### config.mk
export PLATFORM = sky130hd
export DESIGN_NAME = can_destuffer
export DESIGN_NICKNAME = d
export VERILOG_FILES = /design/src/rtl/can_destuffer.sv
export SDC_FILE = /design/constraint.sdc
export NUM_CORES = 1
export LEC_CHECK = 0
export ABC_CLOCK_PERIOD_IN_PS = 5000
export CORE_UTILIZATION = 40
export DETAILED_ROUTE_END_ITERATION = 7
export GPL_TIMING_DRIVEN = 0
export MAX_ROUTING_LAYER = met4
export PLACE_DENSITY_LB_ADDON = 0.08
export SLEW_MARGIN = 20
export SYNTH_ARGS = -nofsm -noshare
export SYNTH_HDL_FRONTEND = slang
export SYNTH_SLANG_ARGS = --single-unit
### constraint.sdc
create_clock -name clk -period 5 [get_ports clk]
set_clock_uncertainty 0.1 [all_clocks]
set_input_delay 1 -clock clk [delete_from_list [all_inputs] [get_ports clk]]
set_output_delay 1 -clock clk [all_outputs]
set_load 0.01 [all_outputs]
### src/rtl/can_destuffer.sv
// can_destuffer: samples CAN rx at baud sample points, tracks bus state and strips stuff bits
module can_destuffer #(
  parameter int IDLE_BITS = 11,
  parameter int STUFF_RUN = 5
) (
  input  logic clk,
  input  logic rst,
  input  logic baud,
  input  logic lock,
  input  logic rx,
  input  logic stuff_en,
  output logic bit_valid,
  output logic bit_data,
  output logic sof,
  output logic stuff_drop,
  output logic stuff_err,
  output logic sync_err,
  output logic bus_idle,
  output logic in_frame
);
  localparam int RW = $clog2(IDLE_BITS + 1);
  typedef enum logic [1:0] {INTEGRATE, IDLE, FRAME, ERROR} state_t;
  state_t state, state_nxt;
  logic baud_q, tick, lock_loss, rec_full;
  logic last_bit, last_nxt;
  logic [2:0] run_len, run_nxt;
  logic [RW-1:0] rec_cnt, rec_nxt;
  logic valid_nxt, data_nxt, sof_nxt, drop_nxt, serr_nxt;
  assign tick      = baud & ~baud_q;
  assign lock_loss = (state == FRAME) && !lock;
  assign rec_nxt   = (lock_loss || !tick) ? rec_cnt :
                     !rx ? '0 :
                     (rec_cnt == RW'(IDLE_BITS)) ? rec_cnt : rec_cnt + 1'b1;
  assign rec_full  = tick && !lock_loss && (rec_nxt == RW'(IDLE_BITS));
  assign bus_idle  = (state == IDLE);
  assign in_frame  = (state == FRAME);
  // state, datapath and strobe registers; strobes default low so each lasts one clk
  always_ff @(posedge clk or posedge rst) begin
    if (rst) begin
      state      <= INTEGRATE;
      baud_q     <= 1'b0;
      run_len    <= '0;
      last_bit   <= 1'b1;
      rec_cnt    <= '0;
      bit_valid  <= 1'b0;
      bit_data   <= 1'b0;
      sof        <= 1'b0;
      stuff_drop <= 1'b0;
      stuff_err  <= 1'b0;
      sync_err   <= 1'b0;
    end else begin
      state      <= state_nxt;
      baud_q     <= baud;
      run_len    <= run_nxt;
      last_bit   <= last_nxt;
      rec_cnt    <= rec_nxt;
      bit_valid  <= valid_nxt;
      bit_data   <= data_nxt;
      sof        <= sof_nxt;
      stuff_drop <= drop_nxt;
      stuff_err  <= serr_nxt;
      sync_err   <= lock_loss;
    end
  end
  // next-state: lock loss in FRAME preempts any coincident sample
  always_comb begin
    state_nxt = state;
    if (lock_loss)
      state_nxt = ERROR;
    else if (tick)
      case (state)
        INTEGRATE: state_nxt = rec_full ? IDLE : INTEGRATE;
        IDLE:      state_nxt = rx ? IDLE : lock ? FRAME : INTEGRATE;
        FRAME:     state_nxt = stuff_en ? ((run_len == 3'(STUFF_RUN) && rx == last_bit) ? ERROR : FRAME)
                                        : (rec_full ? IDLE : FRAME);
        default:   state_nxt = rec_full ? IDLE : ERROR;
      endcase
  end
  // per-sample outputs and run tracking; a removed stuff bit starts the next run
  always_comb begin
    valid_nxt = 1'b0;
    data_nxt  = rx;
    sof_nxt   = 1'b0;
    drop_nxt  = 1'b0;
    serr_nxt  = 1'b0;
    run_nxt   = run_len;
    last_nxt  = last_bit;
    if (tick && !lock_loss) begin
      if (state == IDLE && !rx && lock) begin
        valid_nxt = 1'b1;
        sof_nxt   = 1'b1;
        run_nxt   = 3'd1;
        last_nxt  = 1'b0;
      end else if (state == FRAME && !stuff_en) begin
        valid_nxt = 1'b1;
        run_nxt   = '0;
        last_nxt  = rx;
      end else if (state == FRAME && run_len == 3'(STUFF_RUN)) begin
        drop_nxt  = rx != last_bit;
        serr_nxt  = rx == last_bit;
        run_nxt   = 3'd1;
        last_nxt  = rx;
      end else if (state == FRAME) begin
        valid_nxt = 1'b1;
        run_nxt   = (rx != last_bit) ? 3'd1 : (run_len == 3'(STUFF_RUN)) ? run_len : run_len + 3'd1;
        last_nxt  = rx;
      end
    end
  end
endmodule

==> flow_metrics.tcl <==
set metrics [dict create \
    status "finished clean" \
    ios 14 \
    synthXorXnorAreaFrac_pct 1.87 \
    htree_levels 1 \
    setup_viol 0 \
    synth_warnings 0 \
    gp_congestion 0.811 \
    synth-compound-area-share_pct 21.8 \
    multiInputGateArea_um2 468 \
    drive_gt1_share_pct 12.3 \
    avgRoutedWirePerCell_um 14.8 \
    utilization_pct 51.0 \
    synthSimpleGateAreaFrac_pct 19.7 \
    yosysTopAreaCellShare_pct 42.8 \
    ir_drop_mv 0.269 \
    antenna_left 0 \
    vias 752 \
    die_w_um 50.3 \
    syn_area_um2 935 \
    vias_per_cell 5.61 \
    fin_nets 116 \
    area_growth_syn_to_layout_pct 20.6 \
    synthMuxAreaShare_pct 2.68 \
    drc 0 \
    grt_pass1_wl_mm 3.38 \
    die_h_um 50.3 \
    grt-ovfl-total 0 \
    cp_max_fo 6 \
    path_class "register to output pin" \
    synth_edf_count 0 \
    cts_tree "yes" \
    power_density_mw_per_mm2 439 \
    final_common_cell "dfrtp_1" \
    final_cell_mix "dfrtp_1, clkdlybuf4s50_1, inv_1, nand2_1, nand3_1" \
    cts-root-buf "clkbuf_4" \
    initial_core_util_pct 42.3 \
    synth_nets 98 \
    cap_violations 0 \
    post-route-min-period_ns 2.67 \
    antenna_found_initial 0 \
    grt_pass1_vias 730 \
    worst_pin_slew_ns 0.662 \
    clock_latency_ns 0.29 \
    hp-class "register to register" \
    grt_max_degree 18 \
    finalWorstSetupSlack_ns 2.33 \
    rsz0062_at_grt "false" \
    path_clk_slew_ns 0.11 \
    drt-pass1-iter-count 6 \
    nFillCells 218 \
    clock_sinks 17 \
    fin_crit_sh_pct 53.4 \
    antenna_cells 0 \
    max-slew-margin-rel_pct 55.8 \
    port_buffers 13 \
    fin_tns_setup_ns 0 \
    regArea_um2 427 \
    synth_cells 89 \
    slew_viol_final 0 \
    drt-initial-drc-count 20 \
    hpwl_mm 1.37 \
    crit_arrival_ns 1.57 \
    rows 17 \
    crit_required_ns 3.90 \
    core_area_mm2 0.00221 \
    synthFlopType "dfrtp_1" \
    hold_ws_ns 0.490 \
    cts_resized 0 \
    async_flop_share_pct 100 \
    syn_avg_cell_area_um2 10.5 \
    fmax_mhz 374 \
    yosys.area.top_type "dfrtp_1" \
    hold_viol 0 \
    start_kind "register" \
    yosysSeqAreaShare_pct 45.6 \
    dpl_worst_slack_ns 2.12 \
    clock_path_buffers 2 \
    placedInstanceArea_mm2 0.00110 \
    end_kind "output pin" \
    post-cts-setup-buffer-count 0 \
    routed_wl_mm 1.98 \
    synthTopCellsByArea "dfrtp_1, ha_1, a22o_1, dfstp_2, nand2b_1" \
    hold_buffers 0 \
    power_leakage_uw 0.000487 \
    final_cell_area_mm2 0.00113 \
    cts_buffers 3 \
    synth_top_family_by_area "compound AO/OA/AOI/OAI gates" \
    synth_cell_types 41 \
    dieArea_mm2 0.00253 \
    synth_seq_cells 17 \
    grt_usage_pct 18.4 \
    synth_fa_ha_area_share_pct 4.02 \
]
==> routing by layer <==
layer	track usage (%)	vias to the layer above	wire [um]
met3	3.33	2	76
li1	-	374	-
met1	25.2	362	990
met5	-	-	0
met4	8.33	0	14
met2	26.4	14	897
==> state kept, by name (all words and copies together), names as in the netlist <==
signal / flops
baud_q: 1
bit_data: 1
bit_valid: 1
last_bit: 1
rec_cnt: 4
run_len: 3
sof: 1
state: 2
stuff_drop: 1
stuff_err: 1
sync_err: 1
==> report_power, final <==
group          internal [uW]  switching (uW)  leakage (uW)
Combinational            105             102      0.000258
Sequential               174            36.3      0.000211
Clock                   29.8            46.5     0.0000177
Total                    309             185      0.000487
==> critical path, cell delays in order, from the launching register on <==
cell	delay, ns
dfrtp_1	0.45
inv_1	0.11
nand2_1	0.08
inv_1	0.10
clkdlybuf4s50_1	0.54
==> area by class of cell <==
| cell class | count | share of cell area, % |
|---|---|---|
| clock buffer | 3 | 2.00 |
| tap | 28 | 3.11 |
| timing repair buffer | 13 | 11.5 |
| sequential | 17 | 37.8 |
| buffer | 3 | 1.55 |
| inverter | 6 | 2.00 |
| multi-input combinational | 63 | 41.5 |
| clock inverter | 1 | 0.444 |
==> cells by family (layout without fill, tap and decap cells) <==
group | Yosys count | in the layout
and+or+nand+nor | 29 | 29
AOI/OAI and AO/OA | 27 | 27
DFF | 17 | 17
buffers and inverters | 9 | 26
adders and majority gates | 3 | 3
xor gates and xnor gates | 2 | 2
muxes | 2 | 2
==> worst paths after layout <==
path / from / to / slack [ns] / depth (start not counted)
worst max-delay path: state[0] / in_frame / 2.33 / 4
worst min-delay path: run_len[1] / run_len[1] / 0.49 / 2
worst max register to register: rec_cnt[0] / state[0] / 3.20 / 5
worst min register to register: run_len[1] / run_len[1] / 0.49 / 2
max in group asynchronous: rst / state[1] / 3.39 / 2
min in group asynchronous: rst / sof / 0.98 / 2
==> per-stage QoR <==
step | instances | total power [uW]
floorplan | 89 | 355
global placement | 130 | 410
detailed placement | 130 | 418
CTS | 134 | 496
global route | 134 | 533
finish | 134 | 495
==> Yosys cell counts, types with 2 or more instances <==
library cell / count
buf_2: 2
a21o_1: 2
nor2_1: 2
nor3_1: 3
o211ai_1: 2
nand2_1: 5
nand3_1: 5
or3b_1: 2
inv_1: 5
o32a_1: 2
xor2_1: 2
dfrtp_1: 16
ha_1: 3
a21oi_1: 4
a22o_1: 4
nand2b_1: 4
o21bai_1: 2
(Power assumes the default switching activity.)
